File: config.mk
export PLATFORM = sky130hd
export DESIGN_NAME = axil_arbiter_priority_rd_mux
export DESIGN_NICKNAME = d
export VERILOG_FILES = /design/src/rtl/axil_arbiter_priority_rd_mux.sv
export SDC_FILE = /design/constraint.sdc
export NUM_CORES = 1
export LEC_CHECK = 0
export CAP_MARGIN = 15
export CORE_AREA = 3 3 137 139
export CTS_CLUSTER_SIZE = 10
export DETAILED_ROUTE_END_ITERATION = 16
export DIE_AREA = 0 0 140 142
export SKIP_LAST_GASP = 1
export SYNTH_ARGS = -nofsm -noshare
export SYNTH_HDL_FRONTEND = slang
export SYNTH_SLANG_ARGS = --single-unit
File: constraint.sdc
create_clock -name aclk -period 3.6 [get_ports aclk]
set_input_delay 0.72 -clock aclk [delete_from_list [all_inputs] [get_ports aclk]]
set_output_delay 0.72 -clock aclk [all_outputs]
set_load 0.02 [all_outputs]
File: src/rtl/axil_arbiter_priority_rd_mux.sv
// axil_arbiter_priority_rd_mux: fixed-priority arbiter muxing AXI-Lite read masters onto one slave port
module axil_arbiter_priority_rd_mux #(
  parameter int NUMBER_MASTER   = 4,
  parameter int AXIL_ADDR_WIDTH = 32,
  parameter int AXIL_DATA_WIDTH = 32
) (
  input  logic                                       aclk,
  input  logic                                       aresetn,
  input  logic [NUMBER_MASTER*AXIL_ADDR_WIDTH-1:0]   m_axil_araddr,
  input  logic [NUMBER_MASTER-1:0]                   m_axil_arvalid,
  output logic [NUMBER_MASTER-1:0]                   m_axil_arready,
  output logic [NUMBER_MASTER*AXIL_DATA_WIDTH-1:0]   m_axil_rdata,
  output logic [NUMBER_MASTER*2-1:0]                 m_axil_rresp,
  output logic [NUMBER_MASTER-1:0]                   m_axil_rvalid,
  input  logic [NUMBER_MASTER-1:0]                   m_axil_rready,
  output logic [AXIL_ADDR_WIDTH-1:0]                 s_axil_araddr,
  output logic                                       s_axil_arvalid,
  input  logic                                       s_axil_arready,
  input  logic [AXIL_DATA_WIDTH-1:0]                 s_axil_rdata,
  input  logic [1:0]                                 s_axil_rresp,
  input  logic                                       s_axil_rvalid,
  output logic                                       s_axil_rready,
  output logic [NUMBER_MASTER-1:0]                   grant_rd
);
  localparam int IW = (NUMBER_MASTER > 1) ? $clog2(NUMBER_MASTER) : 1;
  typedef enum logic [1:0] {IDLE, ADDR, DATA} state_t;
  state_t state;
  logic [IW-1:0] idx, next_idx;
  logic [NUMBER_MASTER-1:0] next_grant;
  always_comb begin
    next_idx   = '0;
    next_grant = '0;
    for (int i = NUMBER_MASTER - 1; i >= 0; i--)
      if (m_axil_arvalid[i]) begin
        next_idx      = IW'(i);
        next_grant    = '0;
        next_grant[i] = 1'b1;
      end
  end
  always_ff @(posedge aclk or negedge aresetn) begin
    if (!aresetn) begin
      state    <= IDLE;
      grant_rd <= '0;
      idx      <= '0;
    end else begin
      case (state)
        IDLE: if (|m_axil_arvalid) begin
          grant_rd <= next_grant;
          idx      <= next_idx;
          state    <= ADDR;
        end
        ADDR: if (s_axil_arvalid && s_axil_arready) state <= DATA;
        DATA: if (s_axil_rvalid && s_axil_rready) begin
          grant_rd <= '0;
          idx      <= '0;
          state    <= IDLE;
        end
        default: state <= IDLE;
      endcase
    end
  end
  // routing depends only on the registered grant, never on live requests
  always_comb begin
    s_axil_arvalid = (state == ADDR) && m_axil_arvalid[idx];
    s_axil_araddr  = (state == ADDR) ? m_axil_araddr[idx*AXIL_ADDR_WIDTH +: AXIL_ADDR_WIDTH] : '0;
    s_axil_rready  = (state == DATA) && m_axil_rready[idx];
    m_axil_arready = '0;
    m_axil_rvalid  = '0;
    m_axil_rdata   = '0;
    m_axil_rresp   = '0;
    if (state == ADDR) m_axil_arready[idx] = s_axil_arready;
    if (state == DATA) begin
      m_axil_rvalid[idx] = s_axil_rvalid;
      m_axil_rdata[idx*AXIL_DATA_WIDTH +: AXIL_DATA_WIDTH] = s_axil_rdata;
      m_axil_rresp[idx*2 +: 2] = s_axil_rresp;
    end
  end
endmodule

==> metrics.md <==
| Metric | Value |
|---|---|
| Largest net degree at the start of global routing | `45` |
| Row cnt | `49` |
| Pins over their slew limit | `0` |
| Util after Layout | `around 36%` |
| Initial antenna violation count | `0` |
| First drt pass iteration count | `4` |
| Critical Path Fanout Max | `34` |
| Result of the run | `completed` |
| Main flop type after synthesis | `dfrtp_1` |
| Share of cells above drive strength 1 | `8.49%` |
| Critical path endpoint category | `primary output` |
| Setup violators final | `0` |
| Req. time, crit path | `2.88 ns` |
| Detailed Place HPWL | `between 10000 and 15000 um` |
| Hold Crit Class | `flip-flop to flip-flop` |
| CTS clk-pin slew, worst paths | `about 0.040 ns` |
| CTS tree | `done` |
| FF+latch area | `201 sq um` |
| Ys async rst share | `100%` |
| Root buf cell | `clkbuf_16` |
| Synthesized area | `~2600 sq um` |
| Post-DR wirelength/cell | `17.3 um` |
| Final Hold Viols | `0` |
| First-pass GRT wire length | `between 20000 and 25000 um` |
| Maxcap violations | `0` |
| Synth Warn # | `0` |
| Number of global-route vias before repair | `4002` |
| Cts hold-fix bufs | `0` |
| Critical Path Max Stage Delay | `between 0.6 and 0.7 ns` |
| Cell Chain, Critical Path | `inv_1 -> ha_1 -> nand2b_1 -> nor3_4 -> buf_4 -> and2_1 -> clkdlybuf4s50_1` |
| Wirelength, routed | `15000 um` |
| Number of synthesized flops with an enable pin | `0` |
| Static leakage | `2.38 nW` |
| Area of the die | `19900 sq um` |
| Yosys cell types | `37` |
| DRC | `0` |
| Layout area overhead | `150%` |
| H-tree levels | `1` |
| Seq/Total Area, Yosys | `under 10%` |
| DR vias/cell | `4.18` |
| Final Cycle Share | `roughly 93%` |
| Post-synthesis register bit count | `8` |
| Gate Count Post-Synth | `between 200 and 300` |
| Starting Density | `between 10% and 20%` |
| Avg Cell Area, Syn | `8.69 sq um` |
| Clk_lat worst skew | `0.23 ns` |
| CP max-delay cell | `clkdlybuf4s50_1` |
| R2r setup slk | `about 1.6 ns` |
| Critical path launch point type | `flip-flop` |
| Ports | `356` |
| Grt met2 use | `about a quarter` |
| Post-Syn Nets | `approximately 480` |
| Setup Buffers After CTS | `0` |
| Gpl congestion | `0.878` |
| DR vias | `3618` |
| Multi-input gate area | `2260 sq um` |
| Final net count | `between 800 and 900` |
| TritonCTS buffer count | `3` |
| Worst vdd ir | `roughly 0.00030 V` |
| Achievable clock frequency | `around 0.3 GHz` |
| GRT Total Usage | `13.9%` |
| Kind of critical path | `flip-flop to primary output` |
| Clk sink count | `8` |
| Cell Pwr Density | `between 300 and 400 nW/um^2` |
| GRT Max-Usage Layer | `met2` |
| Worst slew margin | `roughly two thirds` |
| GR Util met1 | `between 10% and 20%` |
| Core area | `17800 sq um` |
| Initial drt markers | `80` |
| Setup TNS | `0 ns` |
| Die span in y | `142 um` |
| Fin crit period | `3.34 ns` |
| Met3 usage | `~3.1%` |
| Count of input and output buffers | `around 360` |
| Layout Skew | `~0.0041 ns` |
| Clock Tree Buf Depth | `2` |
| Post-CTS resize count | `0` |
| GRT Residual Overflow | `0` |
| Critical path arrival | `around 2.6 ns` |
| RSZ-0062 raised after global routing | `no` |
| Die Width | `140 um` |
| N_diodes | `0` |
| Number of fill cells in the layout | `~1800` |
| Worst Tran Pin Value | `around 0.50 ns` |
| Antenna-violating nets left | `0` |
power breakdown:
group,total [W],switching (W),internal [W]
Clock,0.000188,0.0000411,0.000147
Combinational,0.00219,0.00106,0.00113
Sequential,0.000178,0.0000476,0.000130
Total,0.00256,0.00115,0.00141
cell usage after synthesis, drive strengths merged (2+ instances only):
| cell | instances | area share [%] |
|---|---|---|
| nand2b | 2 | 0.78 |
| mux4 | 33 | 29 |
| dfrtp | 8 | 7.8 |
| nor2 | 7 | 1.0 |
| nor2b | 3 | 0.73 |
| o2bb2ai | 3 | 1.0 |
| buf | 9 | 2.0 |
| clkbuf | 18 | 2.6 |
| inv | 5 | 0.73 |
| and3 | 7 | 1.7 |
| and2 | 169 | 41 |
| nand2 | 7 | 1.0 |
| nor3 | 2 | 0.78 |
| ha | 5 | 2.4 |
state kept, by name, indices dropped and copies added, names as in the netlist:
register  flops
grant_rd      4
idx           2
state         2
worst max-delay path, delay by kind of cell (launching register included):
kind / cells / cell delay (ns)
simple gates: 3 / 0.54
flops: 1 / 0.38
fa+ha+maj: 1 / 0.40
buf+inv: 3 / 1.05
worst paths after layout:
kind                             start              end  depth (start not counted)
setup / recovery                idx[1]  m_axil_rresp[2]                          7
hold / removal             grant_rd[1]      grant_rd[1]                          1
setup reg to reg                idx[1]      grant_rd[1]                          5
hold reg to reg            grant_rd[1]      grant_rd[1]                          1
max in group asynchronous      aresetn           idx[0]                          1
min in group asynchronous      aresetn      grant_rd[3]                          1
per-stage QoR:
| stage | area, sq um | hold slack [ns] | setup slack [ns] | cells | total power (W) |
|---|---|---|---|---|---|
| 2_1_floorplan | 2580 | 0.424 | 0.620 | 297 | 0.00140 |
| 4_1_cts | 6460 | 0.498 | 0.211 | 865 | 0.00262 |
| 5_1_grt | 6460 | 0.521 | 0.0901 | 865 | 0.00272 |
| 3_3_place_gp | 6380 | 0.485 | 0.382 | 861 | 0.00240 |
| 3_5_place_dp | 6380 | 0.482 | 0.357 | 861 | 0.00241 |
| 6_report | 6460 | 0.492 | 0.255 | 865 | 0.00256 |
final cells by class:
type,instances,share of cell area [%]
repair buffers,362,56.0
multi-input cells,257,34.9
well taps,229,4.43
flip-flops and latches,8,3.12
clock buffers,4,1.22
inverters,5,0.290
layer usage:
| layer | share of wire [%] | vias up |
|---|---|---|
| met5 | 0 | - |
| met3 | 7.6 | 16 |
| met1 | 40 | 1691 |
| li1 | - | 1696 |
| met2 | 51 | 215 |
| met4 | 1.6 | 0 |
placed cells by master, fill, tap and decap left out, drive strengths merged, types with 2 or more instances in the layout:
| cell | n |
|---|---|
| inv | 5 |
| nor2b | 3 |
| nand2 | 7 |
| buf | 7 |
| and3 | 7 |
| nor2 | 7 |
| ha | 5 |
| and2 | 169 |
| clkdlybuf4s50 | 355 |
| o2bb2ai | 3 |
| nor3 | 2 |
| dfrtp | 8 |
| mux4 | 33 |
| clkbuf | 4 |
| nand2b | 2 |
cells by family after synthesis:
family | Yosys count | synth area share, %
and+or+nand+nor | 203 | 50.1
muxes | 35 | 29.8
buffers and inverters | 32 | 5.33
AOI/OAI and AO/OA | 14 | 4.65
DFF | 8 | 7.76
adders and majority gates | 5 | 2.42
(Power assumes the default switching activity.)
